**src/rtl/spi_adc_responder.sv**
```systemverilog
// spi_adc_responder: target-side stand-in for an MCP3008-style 10-bit, 8-channel SPI ADC.
// Holds a writable bank of channel values and serialises the addressed one onto cipo
// (mode 0,0: copi sampled on dclk rise, cipo driven on dclk fall).
// All SPI pins are asynchronous to clk and are resynchronised; clk must run at least
// 8x dclk so every dclk phase spans several clk cycles.
// Optional build macro SPI_ADC_LSB_TRAIL_EN: after the MSB-first data word, the next
// DATA_W-1 falling edges echo the word LSB-first (bits 1..DATA_W-1) as the real device does.
// Without it, the trailing falling edges drive 0.
// Assumes DATA_W >= 4 and NUM_CH <= 8 (channel index is 3 bits on the wire).

module spi_adc_responder #(
  parameter int unsigned         NUM_CH    = 8,
  parameter int unsigned         DATA_W    = 10,
  parameter logic [DATA_W-1:0]   RESET_VAL = DATA_W'(512)
) (
  input  logic              clk,
  input  logic              rst,
  input  logic              cs_n,
  input  logic              dclk,
  input  logic              copi,
  output logic              cipo,
  output logic              cipo_oe,
  input  logic              wr_en,
  input  logic [2:0]        wr_addr,
  input  logic [DATA_W-1:0] wr_data,
  output logic              frame_done,
  output logic              frame_err,
  output logic [2:0]        last_ch
);

  // Counter wide enough to index every data bit; also counts the 4 command bits.
  localparam int unsigned CntW = $clog2(DATA_W);

  typedef enum logic [2:0] {
    StIdle,
    StWaitStart,
    StCmd,
    StSample,
    StData,
    StTrail
  } state_e;

  // ---------------------------------------------------------------------------
  // Input synchronisation and edge detection
  // ---------------------------------------------------------------------------
  logic [1:0] cs_sync_q, dclk_sync_q, copi_sync_q;
  logic       cs_prev_q, dclk_prev_q;

  logic cs_s, dclk_s, copi_s;
  logic cs_fall, cs_rise, dclk_rise, dclk_fall;

  // Two-flop synchronisers plus one delayed copy for edge detection; cs_n idles high.
  always_ff @(posedge clk or negedge rst) begin
    if (!rst) begin
      cs_sync_q   <= 2'b11;
      dclk_sync_q <= 2'b00;
      copi_sync_q <= 2'b00;
      cs_prev_q   <= 1'b1;
      dclk_prev_q <= 1'b0;
    end else begin
      cs_sync_q   <= {cs_sync_q[0], cs_n};
      dclk_sync_q <= {dclk_sync_q[0], dclk};
      copi_sync_q <= {copi_sync_q[0], copi};
      cs_prev_q   <= cs_sync_q[1];
      dclk_prev_q <= dclk_sync_q[1];
    end
  end

  // Edge pulses on the synchronised signals.
  always_comb begin
    cs_s      = cs_sync_q[1];
    dclk_s    = dclk_sync_q[1];
    copi_s    = copi_sync_q[1];
    cs_fall   = cs_prev_q & ~cs_s;
    cs_rise   = ~cs_prev_q & cs_s;
    dclk_rise = ~dclk_prev_q & dclk_s;
    dclk_fall = dclk_prev_q & ~dclk_s;
  end

  // ---------------------------------------------------------------------------
  // Channel register file
  // ---------------------------------------------------------------------------
  logic [DATA_W-1:0] regs_q [NUM_CH];
  logic [DATA_W-1:0] regs_d [NUM_CH];

  // Host write port; out-of-range addresses match no entry and are dropped.
  always_comb begin
    for (int unsigned i = 0; i < NUM_CH; i++) begin
      regs_d[i] = regs_q[i];
      if (wr_en && (wr_addr == 3'(i))) begin
        regs_d[i] = wr_data;
      end
    end
  end

  // Register bank storage, every channel starts at RESET_VAL.
  always_ff @(posedge clk or negedge rst) begin
    if (!rst) begin
      for (int unsigned i = 0; i < NUM_CH; i++) begin
        regs_q[i] <= RESET_VAL;
      end
    end else begin
      for (int unsigned i = 0; i < NUM_CH; i++) begin
        regs_q[i] <= regs_d[i];
      end
    end
  end

  // ---------------------------------------------------------------------------
  // Frame FSM
  // ---------------------------------------------------------------------------
  state_e            state_q, state_d;
  logic [CntW-1:0]   bit_cnt_q, bit_cnt_d;
  logic [2:0]        cmd_q, cmd_d;
  logic [DATA_W-1:0] snap_q, snap_d;
  logic              diff_q, diff_d;
  logic              seen_rise_q, seen_rise_d;
  logic              cipo_q, cipo_d;
  logic              oe_q, oe_d;
  logic              done_q, done_d;
  logic              err_q, err_d;
  logic [2:0]        last_ch_q, last_ch_d;

  logic [2:0]        cmd_ch;
  logic              cmd_sgl;
  logic [DATA_W-1:0] rd_val;

  // Command fields as they stand when the D0 bit arrives; the read uses pre-write contents,
  // so a write landing in the snapshot cycle is not seen by this frame.
  always_comb begin
    cmd_ch  = {cmd_q[1:0], copi_s};
    cmd_sgl = cmd_q[2];
    rd_val  = '0;
    for (int unsigned i = 0; i < NUM_CH; i++) begin
      if (cmd_ch == 3'(i)) begin
        rd_val = regs_q[i];
      end
    end
  end

  // Next-state logic; cs_n rising takes priority over any dclk edge in the same cycle.
  always_comb begin
    state_d     = state_q;
    bit_cnt_d   = bit_cnt_q;
    cmd_d       = cmd_q;
    snap_d      = snap_q;
    diff_d      = diff_q;
    seen_rise_d = seen_rise_q;
    cipo_d      = cipo_q;
    oe_d        = oe_q;
    done_d      = 1'b0;
    err_d       = 1'b0;
    last_ch_d   = last_ch_q;

    if (state_q == StIdle) begin
      oe_d   = 1'b0;
      cipo_d = 1'b0;
      if (cs_fall) begin
        state_d     = StWaitStart;
        oe_d        = 1'b1;
        seen_rise_d = 1'b0;
        diff_d      = 1'b0;
      end
    end else if (cs_rise) begin
      state_d = StIdle;
      oe_d    = 1'b0;
      cipo_d  = 1'b0;
      diff_d  = 1'b0;
      // Abort unless the word already completed, or nothing was clocked at all.
      err_d   = ((state_q == StWaitStart) && seen_rise_q) ||
                (state_q inside {StCmd, StSample, StData});
    end else begin
      case (state_q)
        StWaitStart: begin
          if (dclk_rise) begin
            seen_rise_d = 1'b1;
            if (copi_s) begin
              state_d   = StCmd;
              bit_cnt_d = '0;
            end
          end
        end
        StCmd: begin
          if (dclk_rise) begin
            cmd_d     = {cmd_q[1:0], copi_s};
            bit_cnt_d = bit_cnt_q + 1'b1;
            if (bit_cnt_q == CntW'(3)) begin
              last_ch_d = cmd_ch;
              snap_d    = cmd_sgl ? rd_val : '0;
              diff_d    = ~cmd_sgl;
              state_d   = StSample;
            end
          end
        end
        StSample: begin
          if (dclk_fall) begin
            cipo_d    = 1'b0;
            state_d   = StData;
            bit_cnt_d = CntW'(DATA_W - 1);
          end
        end
        StData: begin
          if (dclk_fall) begin
            cipo_d = snap_q[bit_cnt_q];
            if (bit_cnt_q == '0) begin
              done_d    = 1'b1;
              err_d     = diff_q;
              state_d   = StTrail;
              bit_cnt_d = CntW'(1);
            end else begin
              bit_cnt_d = bit_cnt_q - 1'b1;
            end
          end
        end
        StTrail: begin
          if (dclk_fall) begin
`ifdef SPI_ADC_LSB_TRAIL_EN
            // bit_cnt walks 1..DATA_W-1 for the echo, then parks at 0 meaning "done".
            if (bit_cnt_q != '0) begin
              cipo_d    = snap_q[bit_cnt_q];
              bit_cnt_d = (bit_cnt_q == CntW'(DATA_W - 1)) ? '0 : bit_cnt_q + 1'b1;
            end else begin
              cipo_d = 1'b0;
            end
`else
            cipo_d = 1'b0;
`endif
          end
        end
        default: begin
          state_d = StIdle;
        end
      endcase
    end
  end

  // FSM state and registered outputs.
  always_ff @(posedge clk or negedge rst) begin
    if (!rst) begin
      state_q     <= StIdle;
      bit_cnt_q   <= '0;
      cmd_q       <= '0;
      snap_q      <= '0;
      diff_q      <= 1'b0;
      seen_rise_q <= 1'b0;
      cipo_q      <= 1'b0;
      oe_q        <= 1'b0;
      done_q      <= 1'b0;
      err_q       <= 1'b0;
      last_ch_q   <= '0;
    end else begin
      state_q     <= state_d;
      bit_cnt_q   <= bit_cnt_d;
      cmd_q       <= cmd_d;
      snap_q      <= snap_d;
      diff_q      <= diff_d;
      seen_rise_q <= seen_rise_d;
      cipo_q      <= cipo_d;
      oe_q        <= oe_d;
      done_q      <= done_d;
      err_q       <= err_d;
      last_ch_q   <= last_ch_d;
    end
  end

  assign cipo       = cipo_q;
  assign cipo_oe    = oe_q;
  assign frame_done = done_q;
  assign frame_err  = err_q;
  assign last_ch    = last_ch_q;

endmodule

```
**config.mk**
```make
export PLATFORM = sky130hd
export DESIGN_NAME = spi_adc_responder
export DESIGN_NICKNAME = d
export VERILOG_FILES = /design/src/rtl/spi_adc_responder.sv
export SDC_FILE = /design/constraint.sdc
export NUM_CORES = 1
export LEC_CHECK = 0
export CAP_MARGIN = 20
export CORE_MARGIN = 2
export CORE_UTILIZATION = 40
export DETAILED_ROUTE_END_ITERATION = 8
export PLACE_DENSITY = 0.66
export SYNTH_ARGS = -nofsm -noshare
export SYNTH_HDL_FRONTEND = slang
export SYNTH_SLANG_ARGS = --single-unit
```
**constraint.sdc**
```tcl
create_clock -name clk -period 3 [get_ports clk]
set_input_delay 0.9 -clock clk [delete_from_list [all_inputs] [get_ports clk]]
set_output_delay 0.9 -clock clk [all_outputs]
set_load 0.1 [all_outputs]
```
==> results.toml, run 1 <==
[global_route]
grt_pass1_wl_um = 20900
overflow = 0
grt_antenna_before_repair = 0
grt_util_all_layers_pct = 18.3
grt_pass1_vias = 3969
grt_max_degree = 61

[synthesis]
synth_cell_types = 58
ys_async_sr_fraction_pct = 100
synth_warnings = 0
syn_inst = 475
synthFlopType = "dfrtp_1"
synth_area_um2 = 5620
synth_fp_nets = 496
avgSynthCellArea_um2 = 11.8
synth-seq-area-share_pct = 52.4
synth_enable_flop_cells = 0
ys_seq_elements = 117

[detailed_routing]
wire_per_inst_um = 18.2
drtAntennaViolNets = 0
drtPass1Iterations = 5
num_vias = 3921
routed_wl_um = 12600
vias_per_cell = 5.67
drtIter0Drc = 328
drc = 0

[final_layout]
n_antenna_cell = 0
final_cell_mix = "106 x dfrtp_1, 86 x mux2_2, 36 x nand2_1"
final_common_cell = "dfrtp_1"
fin_nets = 520
drive_gt1_share_pct = 32.2
areaGrowthSynthToFinish_pct = 17.8

[cts]
htreeDepth = 4
cts_setup_buffers = 0
cts.sinks = 117
cts-root-buf = "clkbuf_16"
cts_tree = "built"
clk_latency_ns = 0.42
clockBufferDepth = 2
post_cts_resized = 0
clkTransAtPathRegs_ns = 0.05
cts_inserted_buffers = 17
hold_buffers = 0

[critical_path]
r2r_slack_ns = 0.65
required_ns = 3.29
cpPeakStageDelay_ns = 0.44
reg2reg_depth = 8
crit_path_top_delay_cell = "dfrtp_1"
crit_chain = "inv_1 > ha_1 > or3b_4 > nor2_2 > o2bb2ai_1 > o31ai_2 > or2_4 > mux2_4"
reg2reg_to = "state_q[0]"
end_kind = "register"
startpoint_type = "register"
crit_type = "register to register"
crit_fanout = 6
r2r-start = "bit_cnt_q[1]"
crit_arrival_ns = 2.65

[sta]
period_share_pct = 78.4
tightestPinTransition_ns = 0.812
setup_tns_ns = 0
rsz0062_at_grt = "no"
min_period_ns = 2.35
drv_slew = 0
max_clock_freq_mhz = 425
clock_skew_ns = 0.00791
setup_violations = 0
hold_viol = 0
slew_headroom_pct = 45.9

[pwr]
ir_drop_mv = 0.479
power.total_mw = 5.86
leakagePower_nw = 2.79
p_per_area_nw_per_um2 = 886

[hold_path]
whs_path_depth = 0
hold_class = "register to register"
hold_path_end = "dclk_sync_q[1]"
hold_path_startpoint = "dclk_sync_q[0]"

[die]
rows = 43
core_area_um2 = 13800
die_h_um = 122
start_util_pct = 40.8
die_w_um = 122
io_pins = 26
dieArea_um2 = 15000

[placement]
dpl.hpwl_um = 8420
port_buffers = 25
routabilityCongestion = 0.852

[status]
outcome = "completed"

[job]
maxCapViolCount = 0
[cell usage after synthesis (all sizes together) (2+ instances only)]
library cell	n	area, um2
mux2i	11	110
dfstp	11	289
a21oi	17	85.1
dfrtp	106	2650
o211ai	3	27.5
inv	4	15.0
xnor2	2	17.5
nand3b	2	15.0
buf	18	101
a32o	3	30.0
nand4b	4	35.0
nor4	4	25.0
o221ai	9	78.8
nand4	2	12.5
mux4	4	90.1
nor3	5	35.0
nor2	32	128
nor2b	4	25.0
o22ai	2	12.5
clkbuf	16	60.1
nand2	36	135
nand2b	7	46.3
a31oi	2	12.5
a21o	8	60.1
o31ai	5	56.3
nor3b	2	15.0
nand3	5	25.0
o21ai	36	180
a222oi	8	80.1
mux2	87	983
ha	2	25.0
a22o	2	17.5
o32ai	2	17.5
[worst max-delay path: cells and delay by family, from the launching register on]
family                   cells  cell delay [ns]
buffers and inverters        1             0.14
multiplexers                 1             0.29
AO/OA/AOI/OAI                2             0.42
adder cells (fa/ha/maj)      1             0.24
AND/OR/NAND/NOR              3             0.71
flip-flops                   1             0.44
[worst max path at each step]
stage	startpoint	end	cells past startpoint
after CTS	bit_cnt_q[0]	state_q[0]	8
final	bit_cnt_q[1]	state_q[0]	8
after global routing	bit_cnt_q[0]	state_q[0]	8
after floorplan	bit_cnt_q[0]	state_q[0]	9
after global placement	wr_addr[1]	regs_q[48]	3
after detailed placement	wr_addr[1]	regs_q[44]	3
[registers in the layout, summed over array words and instances (netlist names), 2 cells and up]
register     count
regs_q          80
snap_q          10
bit_cnt_q        4
cmd_q            3
last_ch          3
state_q          3
copi_sync_q      2
cs_sync_q        2
dclk_sync_q      2
[layer usage]
layer  vias to the layer above  GRT usage [%]  part of all wire, %
li1                       1795              -                    -
met1                      2005           23.9                   45
met2                       103           28.7                   49
met3                        18           4.93                  4.2
met4                         0           7.69                  1.8
met5                         -              0                    0
[layout make-up]
class / count / area, um2
repair buffers: 39 / 348
clock inverters: 11 / 125
well taps: 180 / 225
multi-input cells: 320 / 2500
inverters: 4 / 15.0
clock buffers: 21 / 460
flip-flops and latches: 117 / 2940
fillers: 1287 / 7160
[where the power goes]
| part | leakage [nW] | switching, mW | total [mW] | internal, mW |
|---|---|---|---|---|
| registers | 1.43 | 0.369 | 2.29 | 1.92 |
| logic | 1.09 | 0.851 | 1.57 | 0.724 |
| clock network | 0.272 | 0.730 | 2.00 | 1.27 |
[per-stage QoR]
step | setup WS, ns | cells | cell area, um2 | hold WS (ns) | utilization [%]
final | 0.647 | 692 | 6610 | 0.346 | 48.0
after floorplan | 0.830 | 475 | 5620 | 0.331 | -
after CTS | 0.649 | 692 | 6610 | 0.348 | 48.0
after global placement | 0.418 | 660 | 6030 | 0.334 | 43.8
after detailed placement | 0.362 | 660 | 6030 | 0.336 | 43.8
after global routing | 0.479 | 692 | 6610 | 0.362 | 48.0
[cell families (layout without fill, tap and decap cells)]
logic type               Yosys count  after routing  synth area share (%)
AO/OA/AOI/OAI                    103            103                  12.6
XOR/XNOR                           3              3                 0.468
adder cells (fa/ha/maj)            3              3                 0.624
buffers and inverters             38             75                  3.14
flip-flops                       117            117                  52.4
multiplexers                     102            102                  21.1
AND/OR/NAND/NOR                  109            109                  9.67
No activity file was read; power rests on OpenSTA's default activity.
==> inputs of run 2 (changes only) <==
Clock period 3 ns to 2.45 ns, I/O delays scaled along.
==> results.toml, run 2 (synthesis results as in run 1) <==
[status]
outcome = "completed"

[detailed_routing]
wire_per_inst_um = 18.2
drtAntennaViolNets = 0
num_vias = 3927
routed_wl_um = 12800
drtIter0Drc = 358
drc = 0
drtPass1Iterations = 7
vias_per_cell = 5.60

[cts]
htreeDepth = 4
cts_inserted_buffers = 17
cts-root-buf = "clkbuf_16"
post_cts_resized = 0
clkTransAtPathRegs_ns = 0.05
clk_latency_ns = 0.41
cts_tree = "built"
clockBufferDepth = 2
cts_setup_buffers = 0
cts.sinks = 117
hold_buffers = 0

[hold_path]
hold_class = "input pin to asynchronous set/reset pin"

[placement]
dp_slack_ns = 0.0708
port_buffers = 25
dpl.hpwl_um = 8740
routabilityCongestion = 0.872

[final_layout]
areaGrowthSynthToFinish_pct = 19.2
n_antenna_cell = 0
drive_gt1_share_pct = 33.2
top_regs = "regs_q: 80 flops, snap_q: 10 flops, bit_cnt_q: 4 flops"
final_common_cell = "dfrtp_1"
final_cell_mix = "106 x dfrtp_1, 86 x mux2_2, 36 x nand2_1"
fin_nets = 531
fillers = 1246
regMostFlops = "regs_q"
largest_reg_flops = 80

[sta]
period_share_pct = 96.4
min_period_ns = 2.36
hold_viol = 0
tightestPinTransition_ns = 0.549
max_clock_freq_mhz = 423
setup_ws_ns = 0.0886
setup_tns_ns = 0
drv_slew = 0
setup_violations = 0
slew_headroom_pct = 63.4
whs_ns = 0.310
clock_skew_ns = 0.00956
rsz0062_at_grt = "no"

[die]
rows = 43
start_util_pct = 40.8
io_pins = 26
dieArea_um2 = 15000
core_area_um2 = 13800
die_w_um = 122
die_h_um = 122

[global_route]
grt_antenna_before_repair = 0
grt_pass1_wl_um = 21300
grt_pass1_vias = 4129
grt_max_degree = 41
overflow = 0
grt_util_all_layers_pct = 18.6

[pwr]
p_per_area_nw_per_um2 = 1070
leakagePower_nw = 2.85
ir_drop_mv = 0.584

[critical_path]
required_ns = 2.74
crit_type = "register to register"
crit_fanout = 6
end_kind = "register"
startpoint_type = "register"
crit_arrival_ns = 2.65

[job]
maxCapViolCount = 0
## run 2: changes by cell type in the layout (fill, tap and decap cells not counted)
cell        delta
buf_12         +2
buf_4          +9
clkbuf_1       +1
clkbuf_8       -1
clkinv_2       +1
clkinv_4       +1
clkinvlp_4     -2
inv_6          -2
## run 2: area by class of cell
class	count	area (um2)	share of cell area (%)
Clock buffer	21	450	6.73
Sequential cell	117	2940	44.0
Multi-Input combinational cell	320	2500	37.3
Tap cell	180	225	3.37
Timing Repair Buffer	50	455	6.81
Clock inverter	9	106	1.59
Inverter	4	15.0	0.224
## run 2: metrics by stage
step | instance area, um2 | power, mW | cells | util (%)
after floorplan | 5620 | 4.26 | 475 | -
after global placement | 6130 | 4.75 | 671 | 44.5
after detailed placement | 6130 | 4.83 | 671 | 44.5
after CTS | 6690 | 7.20 | 701 | 48.6
after global routing | 6690 | 7.55 | 701 | 48.6
final | 6690 | 7.16 | 701 | 48.6
## run 2: metal layers
metal	GRT usage [%]	routed length [um]	up-vias	part of all wire, %
met2	31.3	6540	99	51
met3	4.55	493	21	3.9
met1	23.0	5520	1990	43
li1	-	-	1817	-
met5	0	0	-	0
met4	7.33	225	0	1.8
## run 2: path summary, 6_finish.rpt
check                               startpoint              to  slack, ns  depth (start not counted)
worst max-delay path              bit_cnt_q[1]      state_q[0]       0.09                          8
worst min-delay path                       rst      regs_q[41]       0.31                          1
worst max register to register    bit_cnt_q[1]      state_q[0]       0.09                          8
worst min register to register  copi_sync_q[0]  copi_sync_q[1]       0.34                          0
max in group asynchronous                  rst      regs_q[49]       1.48                          2
min in group clk                copi_sync_q[0]  copi_sync_q[1]       0.34                          0
## run 2: report_power, final
group / switching [mW] / total, mW / leakage (nW) / internal (mW)
Combinational: 1.15 / 2.11 / 1.16 / 0.959
Clock: 0.829 / 2.33 / 0.265 / 1.50
Sequential: 0.362 / 2.71 / 1.43 / 2.35
Total: 2.35 / 7.16 / 2.85 / 4.81
## run 2: critical path, cell delays in order (launching register included)
cell and delay [ns]:
dfrtp_1 0.43, inv_1 0.14, ha_1 0.24, or3b_4 0.42, nor2_2 0.09, o2bb2ai_1 0.10
o31ai_2 0.33, or2_4 0.20, mux2_4 0.29
==> variant 1 (flow settings as in run 1) <==
Build with the macro `SPI_ADC_LSB_TRAIL_EN` defined.
--- a/src/rtl/spi_adc_responder.sv
+++ b/src/rtl/spi_adc_responder.sv
@@ -9,2 +9,4 @@
 // Assumes DATA_W >= 4 and NUM_CH <= 8 (channel index is 3 bits on the wire).
+
+`define SPI_ADC_LSB_TRAIL_EN
 
Check against the original RTL: same outputs for any inputs over 10 cycles, from zero or initial values and one cycle with rst low; that may be too few to reach the edited logic, so the function may still have changed.
==> variant 1 against run 1 <==
Routed wire length is 9.2% lower; first-iteration DRC count is 43% lower; sequential share of layout area rose by 0.60 points; clock skew about the same; synthesized area fell by 2.1%; power is 1.1% lower; sequential cell count unchanged; worst setup slack lost 0.15 ns; cell area down 1.3%; highest routed layer unchanged.
==> variant 1: results <==
metrics = {
    "status": {
        "status": "complete, no violations",
    },
    "pwr": {
        "vdd_drop_max_uv": 540,
        "switchingPower_mw": 1.85,
        "leakagePower_nw": 2.71,
        "combPwrFrac_pct": 26.2,
        "p_sw_share_pct": 31.9,
    },
    "global_route": {
        "grt_max_degree": 57,
        "grt_util_met2_pct": 29.5,
        "grt_pass1_wl_um": 19700,
        "gr-usage-met3_pct": 4.46,
        "gr-usage-met1_pct": 22.3,
        "grt_pass1_vias": 3864,
        "antenna_found_initial": 0,
        "grt_use_total_pct": 17.4,
    },
    "setup_path": {
        "crit_start": "bit_cnt_q[0]$_DFFE_PN0P_",
        "crit_path_max_fanout": 10,
        "r2r_slack_ns": 0.49,
        "cp_data_arrival_time_ns": 2.82,
        "endpoint": "state_q[0]$_DFFE_PN0P_",
        "slowest_delay_ns": 0.51,
    },
    "synthesis": {
        "synth_nets": 460,
        "netlist_top_cells_count": "dfrtp_1 (106), mux2_2 (95), o21ai_0 (25)",
        "synthDistinctLibCells": 44,
        "avgSynthCellArea_um2": 12.5,
        "ys_seq_area_share_pct": 53.5,
        "synthTopCellsByArea": "dfrtp_1 (48%), mux2_2 (19%), dfstp_2 (5.3%), mux4_2 (4.9%), o21ai_0 (2.3%)",
    },
    "placed_design": {
        "dp.cells": 625,
        "dpl.hpwl_um": 7680,
        "dpl_cell_area_mm2": 0.00593,
        "place_ws_ns": 0.375,
    },
    "layout": {
        "design.seq.count": 117,
        "drive_above_1_share_pct": 36.4,
        "multiInputGateArea_mm2": 0.00239,
        "nets": 490,
        "fill_cells": 1222,
        "clkCellAreaFrac_pct": 9.13,
        "utilization_pct": 48.9,
        "comb.multi_input.count": 285,
        "fin_area_mm2": 0.00653,
    },
    "detailed_routing": {
        "dr.pass1.iters": 4,
        "routed-wl-met3_um": 323,
        "viasPerCell": 5.48,
        "wl_met1_um": 5230,
        "postRouteWirelength_um": 11500,
        "vias": 3600,
        "met2WireLength_um": 5800,
        "initialDrtViolationCount": 188,
    },
    "clock_network": {
        "cts_max_level": 4,
    },
    "hold_path": {
        "min_from": "cs_sync_q[0]$_DFF_PN1_",
        "min_to": "cs_sync_q[1]$_DFF_PN1_",
    },
    "timing": {
        "timing.hold.ws_ns": 0.355,
        "finClkSkew_ns": 0.00785,
        "finalCritPeriodShare_pct": 83.5,
    },
}
[variant 1: changes by cell type in the layout (fill, tap and decap cells not counted), sizes merged, moves of 8 or more]
| cell | change |
|---|---|
| a21o | -8 |
| a222oi | -8 |
| mux2 | +8 |
| mux4 | +8 |
| nand2 | -12 |
| o21ai | -10 |
| o221ai | -9 |
| o22ai | +12 |
[variant 1: worst max-delay path: cells and delay by family, from the launching register on]
| kind | cells | cell delay [ns] |
|---|---|---|
| AND/OR/NAND/NOR | 3 | 0.84 |
| flip-flops | 1 | 0.51 |
| AO/OA/AOI/OAI | 2 | 0.46 |
| adder cells (fa/ha/maj) | 1 | 0.24 |
| multiplexers | 1 | 0.20 |
| buffers and inverters | 1 | 0.16 |
[variant 1: cells by family (layout without fill, tap and decap cells)]
kind of cell	count (synthesis)	after routing	share of synthesized area [%]
compound gates	86	86	9.68
fa+ha+maj	3	3	0.683
buf+inv	36	79	2.98
flops	117	117	53.5
mux	112	112	25.3
simple gates	84	84	7.83
==> variant 2 (settings of run 1) <==
Without the edit above. Put one more register stage on the output `last_ch`, cleared by the reset. The value now appears one clock later. The other outputs are not delayed to match.
--- a/src/rtl/spi_adc_responder.sv
+++ b/src/rtl/spi_adc_responder.sv
@@ -269,3 +269,9 @@
   assign frame_err  = err_q;
-  assign last_ch    = last_ch_q;
+  always_ff @(posedge clk or negedge rst) begin
+    if (!rst) begin
+      last_ch <= '0;
+    end else begin
+      last_ch <= last_ch_q;
+    end
+  end
 
Formal check against the unedited RTL: same outputs for any inputs over 10 cycles, from zero or initial values and one cycle with rst low; that may be too few to reach the edited logic, so the function may still have changed.
==> variant 2 against run 1 <==
Cell count is 3.8% lower; worst setup slack worse by 0.11 ns; synthesized cell count is 7.4% lower; die area is 1.3% higher; fmax is 4.4% lower; global-route usage is 0.34 points lower; cell area is 3.0% higher; sequential cell count is 3 higher; routed wire length is 0.95% lower; critical path depth is 3 lower; power is 3.9% higher; synthesized area is 1.3% higher; utilization is 1.0 points higher; critical path type unchanged; highest routed layer unchanged.
==> variant 2: results <==
metrics = {
    "clock_network": {
        "clkLatencyLatePin_ns": 0.41,
        "cts_buffers": 17,
        "clkTransAtPathRegs_ns": 0.06,
        "cts_max_level": 4,
        "ctsRootBufferMaster": "clkbuf_16",
        "cts_max_path_buffers": 2,
        "post_cts.repair.setup_buffers": 0,
        "cts_resized": 0,
    },
    "layout": {
        "num_antenna_cells": 0,
        "nets": 495,
        "drive_above_1_share_pct": 37.4,
        "reg_top3": "regs_q (80), snap_q (10), bit_cnt_q (4)",
    },
    "global_route": {
        "grt_use_total_pct": 18.0,
        "grt_pass1_wl_um": 20300,
        "grt_pass1_vias": 3914,
        "grt_max_degree": 63,
        "antenna_found_initial": 0,
    },
    "detailed_routing": {
        "dr.pass1.iters": 5,
        "initialDrtViolationCount": 221,
        "vias": 3738,
        "wl_per_cell_um": 18.8,
    },
    "setup_path": {
        "crit_path_max_fanout": 19,
        "crit_path_start_kind": "flop",
        "r2r-end": "last_ch_q[1]$_DFFE_PN0P_",
        "end_kind": "flop",
        "r2r_slack_ns": 0.54,
        "cp_data_arrival_time_ns": 2.75,
        "r2r_start": "state_q[0]$_DFFE_PN0P_",
        "ff2ff_path_depth": 5,
    },
    "synthesis": {
        "synth_fa_ha_area_share_pct": 0.440,
        "yosys.area.top_type_share_pct": 47.9,
        "netlist_top_cells_count": "dfrtp_1 (109), mux2_2 (98), nand2_1 (30)",
        "ys_warn_count": 0,
        "synth_nets": 461,
        "ys_seq_area_share_pct": 53.0,
        "synthMuxAreaShare_pct": 25.8,
        "async_flop_share_pct": 100,
        "synth-compound-area-share_pct": 9.04,
        "synthXorXnorAreaFrac_pct": 0.462,
        "synthDistinctLibCells": 52,
        "synthFlopType": "dfrtp_1",
        "synthTopCellsByArea": "dfrtp_1 (48%), mux2_2 (19%), dfstp_2 (5.1%), mux4_2 (4.0%), mux2i_1 (2.5%)",
    },
    "placed_design": {
        "dpl_cell_area_mm2": 0.00616,
        "port_buffers": 25,
        "gp_congestion": 0.831,
        "dpl.hpwl_um": 8280,
    },
    "timing": {
        "slew_headroom_pct": 42.6,
        "finClkSkew_ns": 0.00579,
    },
    "pwr": {
        "vdd_drop_max_uv": 410,
        "leakagePower_nw": 2.84,
    },
    "hold_path": {
        "hold_class": "flop to flop",
    },
    "status": {
        "status": "complete, no violations",
    },
}
[variant 2: worst max-delay path: stages (launching register included)]
cell     delay [ns]
dfrtp_1        0.60
nor3b_1        0.44
and2_1         0.21
and3_1         0.24
nand2_1        0.42
mux2_2         0.43
[variant 2: cell type report]
type	count	area, µm²
multi-input cells	288	2530
fillers	1237	7070
flip-flops and latches	120	3020
well taps	180	225
clock buffers	19	443
clock inverters	12	200
inverters	5	18.8
repair buffers	42	370
[variant 2: report_power, final]
group	switching [mW]	internal, mW
clock network	0.723	1.49
logic	0.823	0.774
registers	0.322	1.96
total	1.87	4.22
[variant 2: kinds of logic (layout without fill, tap and decap cells)]
group | after synthesis | after routing
mux | 122 | 122
simple gates | 92 | 92
buf+inv | 32 | 78
flops | 120 | 120
xor+xnor | 3 | 3
compound gates | 69 | 69
fa+ha+maj | 2 | 2
[variant 2: worst min path at each step]
stage	slack (ns)	cells past startpoint	start	endpoint
2_1_floorplan	0.33	0	copi_sync_q[0]$_DFF_PN0_	copi_sync_q[1]$_DFF_PN0_
3_3_place_gp	0.34	0	copi_sync_q[0]$_DFF_PN0_	copi_sync_q[1]$_DFF_PN0_
3_5_place_dp	0.33	0	dclk_sync_q[0]$_DFF_PN0_	dclk_sync_q[1]$_DFF_PN0_
4_1_cts	0.35	0	dclk_sync_q[0]$_DFF_PN0_	dclk_sync_q[1]$_DFF_PN0_
5_1_grt	0.36	0	copi_sync_q[0]$_DFF_PN0_	copi_sync_q[1]$_DFF_PN0_
6_report	0.35	0	dclk_sync_q[0]$_DFF_PN0_	dclk_sync_q[1]$_DFF_PN0_
[variant 2: metal layers]
layer,up-vias,track usage (%),routed length (µm)
li1,1718,-,-
met1,1915,23.2,5620
met2,90,28.9,6190
met3,15,4.61,481
met4,0,7.17,202
met5,-,0,0
[variant 2: per-stage QoR]
| step | total power [mW] | util [%] | setup slack [ns] | std cells |
|---|---|---|---|---|
| 6_report | 6.09 | 49.0 | 0.538 | 666 |
| 3_5_place_dp | 3.90 | 44.4 | 0.270 | 635 |
| 3_3_place_gp | 3.85 | 44.4 | 0.362 | 635 |
| 2_1_floorplan | 3.46 | - | 0.803 | 440 |
| 5_1_grt | 6.40 | 49.0 | 0.322 | 666 |
| 4_1_cts | 6.14 | 49.0 | 0.496 | 666 |
